`src/rtl/uart_inst_loader.sv`:
```
// Serial boot loader: UART 8N1 receiver that packs bytes little-endian into
// 32-bit words and writes them to instruction memory at incrementing addresses.
// Latency: wr_en two clocks after the stop-bit sample of the 4th byte; no backpressure (strobe only).

module uart_inst_loader #(
  parameter int CLK_FREQ  = 100000000,
  parameter int BAUD      = 115200,
  parameter int ADDR_W    = 8,
  parameter int IDLE_BITS = 64
) (
  input  logic              clk,
  input  logic              resetn,
  input  logic              txd,
  output logic              wr_en,
  output logic [ADDR_W-1:0] wr_addr,
  output logic [31:0]       wr_data,
  output logic              loading,
  output logic              done,
  output logic              frame_err,
  output logic [ADDR_W:0]   word_cnt
);

  localparam int DIV      = CLK_FREQ / BAUD;
  localparam int HALF     = DIV / 2;
  localparam int CNT_W    = $clog2(DIV);
  localparam int IDLE_LIM = IDLE_BITS * DIV;
  localparam int IDLE_W   = $clog2(IDLE_LIM + 1);

  localparam logic [CNT_W-1:0]  C_FULL     = CNT_W'(DIV - 1);
  localparam logic [CNT_W-1:0]  C_HALF     = CNT_W'(HALF - 1);
  localparam logic [IDLE_W-1:0] C_IDLE_END = IDLE_W'(IDLE_LIM - 1);
  localparam logic [IDLE_W-1:0] C_IDLE_SAT = IDLE_W'(IDLE_LIM);
  localparam logic [ADDR_W-1:0] C_ADDR_MAX = '1;

  typedef enum logic [1:0] {S_IDLE, S_START, S_DATA, S_STOP} state_t;

  state_t             r_state;
  state_t             w_next;
  logic               r_sync1;
  logic               r_sync2;
  logic               r_rx_prev;
  logic               w_rx;
  logic               w_fall;
  logic [CNT_W-1:0]   r_clk_cnt;
  logic [2:0]         r_bit_idx;
  logic [7:0]         r_shift;
  logic               w_tick;
  logic               w_stop_ok;
  logic               w_stop_bad;
  logic               r_byte_vld;
  logic [7:0]         r_byte;
  logic [1:0]         r_byte_idx;
  logic [23:0]        r_word;
  logic               r_wr_en;
  logic [ADDR_W-1:0]  r_wr_addr;
  logic [31:0]        r_wr_data;
  logic [ADDR_W:0]    r_word_cnt;
  logic               r_loading;
  logic               r_done;
  logic               r_frame_err;
  logic               r_got_byte;
  logic [IDLE_W-1:0]  r_idle_cnt;
  logic               w_timeout;

  assign w_rx   = r_sync2;
  assign w_fall = r_rx_prev & ~w_rx;

  // Only fires in IDLE, so it can never cut a byte in half.
  assign w_timeout = (r_state == S_IDLE) && (r_idle_cnt == C_IDLE_END) &&
                     r_got_byte && !r_done;

  // Two-flop synchronizer plus a delayed copy for start-edge detection; idle-high reset.
  always_ff @(posedge clk or negedge resetn) begin
    if (!resetn) begin
      r_sync1   <= 1'b1;
      r_sync2   <= 1'b1;
      r_rx_prev <= 1'b1;
    end else begin
      r_sync1   <= txd;
      r_sync2   <= r_sync1;
      r_rx_prev <= r_sync2;
    end
  end

  // RX state register.
  always_ff @(posedge clk or negedge resetn) begin
    if (!resetn) r_state <= S_IDLE;
    else         r_state <= w_next;
  end

  // RX next-state and bit-sample strobes; start edges are ignored once the load is done.
  always_comb begin
    w_next     = r_state;
    w_tick     = 1'b0;
    w_stop_ok  = 1'b0;
    w_stop_bad = 1'b0;
    case (r_state)
      S_IDLE: begin
        if (w_fall && !r_done) w_next = S_START;
      end
      S_START: begin
        if (r_clk_cnt == C_HALF) begin
          w_tick = 1'b1;
          w_next = w_rx ? S_IDLE : S_DATA;
        end
      end
      S_DATA: begin
        if (r_clk_cnt == C_FULL) begin
          w_tick = 1'b1;
          if (r_bit_idx == 3'd7) w_next = S_STOP;
        end
      end
      S_STOP: begin
        if (r_clk_cnt == C_FULL) begin
          w_tick     = 1'b1;
          w_next     = S_IDLE;
          w_stop_ok  = w_rx;
          w_stop_bad = ~w_rx;
        end
      end
      default: w_next = S_IDLE;
    endcase
  end

  // Bit-period counter: held at zero in IDLE, restarts on every sample strobe.
  always_ff @(posedge clk or negedge resetn) begin
    if (!resetn)                            r_clk_cnt <= '0;
    else if (r_state == S_IDLE || w_tick)   r_clk_cnt <= '0;
    else                                    r_clk_cnt <= r_clk_cnt + 1'b1;
  end

  // Data-bit shifter, LSB first.
  always_ff @(posedge clk or negedge resetn) begin
    if (!resetn) begin
      r_bit_idx <= '0;
      r_shift   <= '0;
    end else if (r_state == S_START) begin
      r_bit_idx <= '0;
    end else if (r_state == S_DATA && w_tick) begin
      r_shift   <= {w_rx, r_shift[7:1]};
      r_bit_idx <= r_bit_idx + 1'b1;
    end
  end

  // Registered byte-valid pulse; bytes arriving after done never get here.
  always_ff @(posedge clk or negedge resetn) begin
    if (!resetn) begin
      r_byte_vld <= 1'b0;
      r_byte     <= '0;
    end else begin
      r_byte_vld <= w_stop_ok && !r_done;
      if (w_stop_ok) r_byte <= r_shift;
    end
  end

  // Idle timer: cleared outside IDLE, saturates so it cannot wrap and re-fire.
  always_ff @(posedge clk or negedge resetn) begin
    if (!resetn)                      r_idle_cnt <= '0;
    else if (r_state != S_IDLE)       r_idle_cnt <= '0;
    else if (r_idle_cnt != C_IDLE_SAT) r_idle_cnt <= r_idle_cnt + 1'b1;
  end

  // Sticky framing error.
  always_ff @(posedge clk or negedge resetn) begin
    if (!resetn)         r_frame_err <= 1'b0;
    else if (w_stop_bad) r_frame_err <= 1'b1;
  end

  // Word assembly, write strobe, address/count advance and load completion.
  always_ff @(posedge clk or negedge resetn) begin
    if (!resetn) begin
      r_byte_idx <= '0;
      r_word     <= '0;
      r_wr_en    <= 1'b0;
      r_wr_addr  <= '0;
      r_wr_data  <= '0;
      r_word_cnt <= '0;
      r_loading  <= 1'b0;
      r_done     <= 1'b0;
      r_got_byte <= 1'b0;
    end else begin
      r_wr_en <= 1'b0;
      // loading rises together with the byte-valid pulse
      if (w_stop_ok && !r_done) r_loading <= 1'b1;
      if (r_byte_vld && !r_done) begin
        r_got_byte <= 1'b1;
        case (r_byte_idx)
          2'd0: r_word[7:0]   <= r_byte;
          2'd1: r_word[15:8]  <= r_byte;
          2'd2: r_word[23:16] <= r_byte;
          default: begin
            r_wr_data <= {r_byte, r_word};
            r_wr_en   <= 1'b1;
          end
        endcase
        r_byte_idx <= r_byte_idx + 1'b1;
      end
      // advance after the strobe so wr_addr is stable while wr_en is high
      if (r_wr_en) begin
        r_word_cnt <= r_word_cnt + 1'b1;
        if (r_wr_addr == C_ADDR_MAX) begin
          r_done    <= 1'b1;
          r_loading <= 1'b0;
        end else begin
          r_wr_addr <= r_wr_addr + 1'b1;
        end
      end
      // a partial word is simply abandoned
      if (w_timeout) begin
        r_done     <= 1'b1;
        r_loading  <= 1'b0;
        r_byte_idx <= '0;
      end
    end
  end

  assign wr_en     = r_wr_en;
  assign wr_addr   = r_wr_addr;
  assign wr_data   = r_wr_data;
  assign loading   = r_loading;
  assign done      = r_done;
  assign frame_err = r_frame_err;
  assign word_cnt  = r_word_cnt;

endmodule

```
`config.mk`:
```
export PLATFORM = sky130hd
export DESIGN_NAME = uart_inst_loader
export DESIGN_NICKNAME = d
export VERILOG_FILES = /design/src/rtl/uart_inst_loader.sv
export SDC_FILE = /design/constraint.sdc
export NUM_CORES = 1
export LEC_CHECK = 0
export CAP_MARGIN = 10
export CORE_MARGIN = 2
export CORE_UTILIZATION = 56
export DETAILED_ROUTE_END_ITERATION = 8
export PLACE_DENSITY_LB_ADDON = 0.12
export SLEW_MARGIN = 20
export SYNTH_ARGS = -nofsm -noshare
export SYNTH_HDL_FRONTEND = slang
export SYNTH_SLANG_ARGS = --single-unit
export TNS_END_PERCENT = 1
```
`constraint.sdc`:
```
create_clock -name clk -period 2.6 [get_ports clk]
set_input_delay 0.52 -clock clk [delete_from_list [all_inputs] [get_ports clk]]
set_output_delay 0.52 -clock clk [all_outputs]
set_load 0.01 [all_outputs]
```
==> results.toml <==
[detailed_routing]
antenna_left = 0
firstDrtPassIters = 4
via_count = 3482
drt-wirelength-per-cell_um = 15.8
viasPerCell = 5.45
routed_wirelength_um = 10100
first_iter_violations = 127
drc = 0

[sta]
final-setup-viol-count = 0
tns_ns = 0
slew_headroom = 0.552
clock_skew_ns = 0.0134
post-route-period-util = 0.908
fin_crit_ns = 2.36
fmax_mhz = 424
finalHoldViolations = 0
rsz0062_at_grt = "no"
slew_viol_final = 0
tightest_slew_ns = 0.666

[setup_path]
r2r-start = "r_clk_cnt[2]"
required_ns = 2.99
startpoint = "r_clk_cnt[2]"
worstRegToRegCells = 4
startpoint_type = "register"
rrSetupSlack_ns = 0.24
critPathMaxFanout = 8
worstSetupPathType = "reg -> reg"
end_kind = "register"
arrival_ns = 2.75
rr_endpoint = "r_shift[0]"

[grt]
met1_usage = 0.273
top_usage_layer = "met2"
grt_pass1_vias = 3412
overflow = 0
antenna_found_initial = 0
grt_usage = 0.206
grt_pass1_wl_um = 16700
grt_use_met2 = 0.341
met3_usage = 0.0477
grt_start_max_net_pins = 52

[clocking]
cts-resized-gates = 0
cts.htree.levels = 4
cts_sinks = 131
postCtsHoldBufs = 0
ctsRootBufferMaster = "clkbuf_8"
clkSlewWorstSetupHoldPaths_ns = 0.06
worstSkewPairLatency_ns = 0.51
cts_tree = "built"
cts_setup_buffers = 0
cts_inserted_buffers = 17
clk_path_buf_depth = 2

[floorplan]
start_util = 0.569
std_cell_rows = 36
die_width_um = 103
die_y_um = 103
io_pins = 56
coreArea_sq_mm = 0.00968
dieArea_sq_mm = 0.0107

[power_and_ir_drop]
ir_drop_mv = 0.483
power_leakage_nw = 3.23
power.density_mw_per_mm2 = 703

[worst_hold_path]
hold_path.class = "in -> async"

[finish]
multi_input_area_sq_mm = 0.00213
nets = 508
final-seq-area_sq_mm = 0.00328
area_growth_pct = 24.7
stdcell_area_sq_mm = 0.00687
antenna_cells = 0
fill_cells = 695
drive_above_1_share = 0.233

[placement]
dp_hpwl_um = 6440
place.gp.congestion = 0.833
placed_cell_area_sq_mm = 0.00624
portBuffers = 55

[synth]
synth_area_leaders = "dfrtp_1, mux2_2, xnor2_1"
ys_types = 44
synthFlopType = "dfrtp_1"
synth_area_leader_cell = "dfrtp_1"
seq_area_frac_synth = 0.595
synth_area_sq_mm = 0.00551
synthesis.nets = 441
synth.most_common_cell = "dfrtp_1"
ys_ff_latch = 131
synth-edff-count = 0
synth_common_cells = "dfrtp_1, mux2_2, nor2_1"
async_flop_share = 1.00
yosysWarnings = 0
synthCells = 426
synth_top_area_frac = 0.581
postSynthAreaPerCell_sq_um = 12.9

[run_status]
outcome = "complete, no violations"

[job]
max_cap_violations = 0
==> routing by layer <==
metal,vias up,routed length [um]
met1,1751,4610
met2,71,5110
met3,6,315
met5,-,0
met4,0,63
li1,1654,-
==> cell families after synthesis <==
logic type                 count (synthesis)  share of synthesized area
adders and majority gates                 12                     0.0272
buffers and inverters                     27                     0.0186
AOI/OAI and AO/OA                         31                     0.0347
DFF                                      131                      0.595
muxes                                     75                      0.153
xor gates and xnor gates                  32                     0.0509
and+or+nand+nor                          118                      0.120
==> cells in the final DEF, fill, tap and decap left out, types with 2 or more instances in the layout <==
cell type,synthesis,final
clkbuf_8,0,2
nor4_1,5,5
bufinv_16,0,4
a31oi_1,3,3
and3_1,4,4
nor2_1,25,25
a22o_1,3,3
inv_1,15,15
nand2_1,20,20
or2_2,3,3
inv_6,0,3
o31ai_1,4,4
nor3_1,14,14
clkbuf_16,0,16
clkinv_4,0,2
nand3_1,11,11
ha_1,12,12
buf_4,0,4
mux2_2,70,70
o21ai_0,7,7
or3_1,2,2
xor2_1,14,14
and4_1,5,5
dfstp_2,3,3
clkinvlp_4,0,5
or4_1,2,2
clkdlybuf4s50_1,0,54
dfrtp_1,128,128
nand4_1,12,12
nor2b_1,3,3
xnor2_1,18,18
mux2_1,4,4
a21oi_1,11,11
buf_12,0,2
==> stage by stage <==
step | hold WS [ns] | worst slack [ns] | utilization | power, mW | cells
floorplan | 0.224 | 0.424 | - | 2.29 | 426
CTS | 0.0406 | 0.247 | 0.710 | 4.88 | 639
finish | 0.0487 | 0.239 | 0.710 | 4.83 | 639
global placement | 0.346 | 0.330 | 0.645 | 2.37 | 607
global route | 0.0769 | 0.136 | 0.710 | 5.01 | 639
detailed placement | 0.353 | 0.289 | 0.645 | 2.39 | 607
==> flip-flops by register name, summed over array words and instances, names as in the netlist, 2 cells and up, named ones only <==
register,count
r_bit_idx,3
r_byte_idx,2
r_clk_cnt,10
wr_addr,8
wr_data,32
r_byte,8
r_shift,8
r_idle_cnt,16
r_word,24
word_cnt,9
==> cell type report <==
cell class | count | share of cell area
Clock inverter | 14 | 0.0293
Tap cell | 133 | 0.0242
Clock buffer | 18 | 0.0623
Timing Repair Buffer | 60 | 0.0889
Multi-Input combinational cell | 268 | 0.310
Inverter | 15 | 0.00819
Sequential cell | 131 | 0.478
==> critical path: stages, from the launching register on <==
cell and delay, ns:
dfrtp_1 0.42, or3b_1 0.52, or3_4 0.47, nor3b_4 0.44, mux2_2 0.39
==> power by group <==
group / switching [mW] / total, mW / internal (mW) / leakage [nW]
clock network: 0.892 / 2.49 / 1.59 / 0.291
registers: 0.0615 / 2.15 / 2.09 / 1.81
logic: 0.122 / 0.199 / 0.0776 / 1.13
==> how the worst max path moves through the flow <==
stage,to,slack (ns),depth (start not counted)
after floorplan,r_shift[0],0.42,5
final,r_shift[0],0.24,4
after global routing,r_shift[6],0.14,4
after CTS,r_shift[0],0.25,4
after detailed placement,r_shift[0],0.29,4
after global placement,r_shift[1],0.33,4
Note: power is estimated with default switching activity, not from simulation.
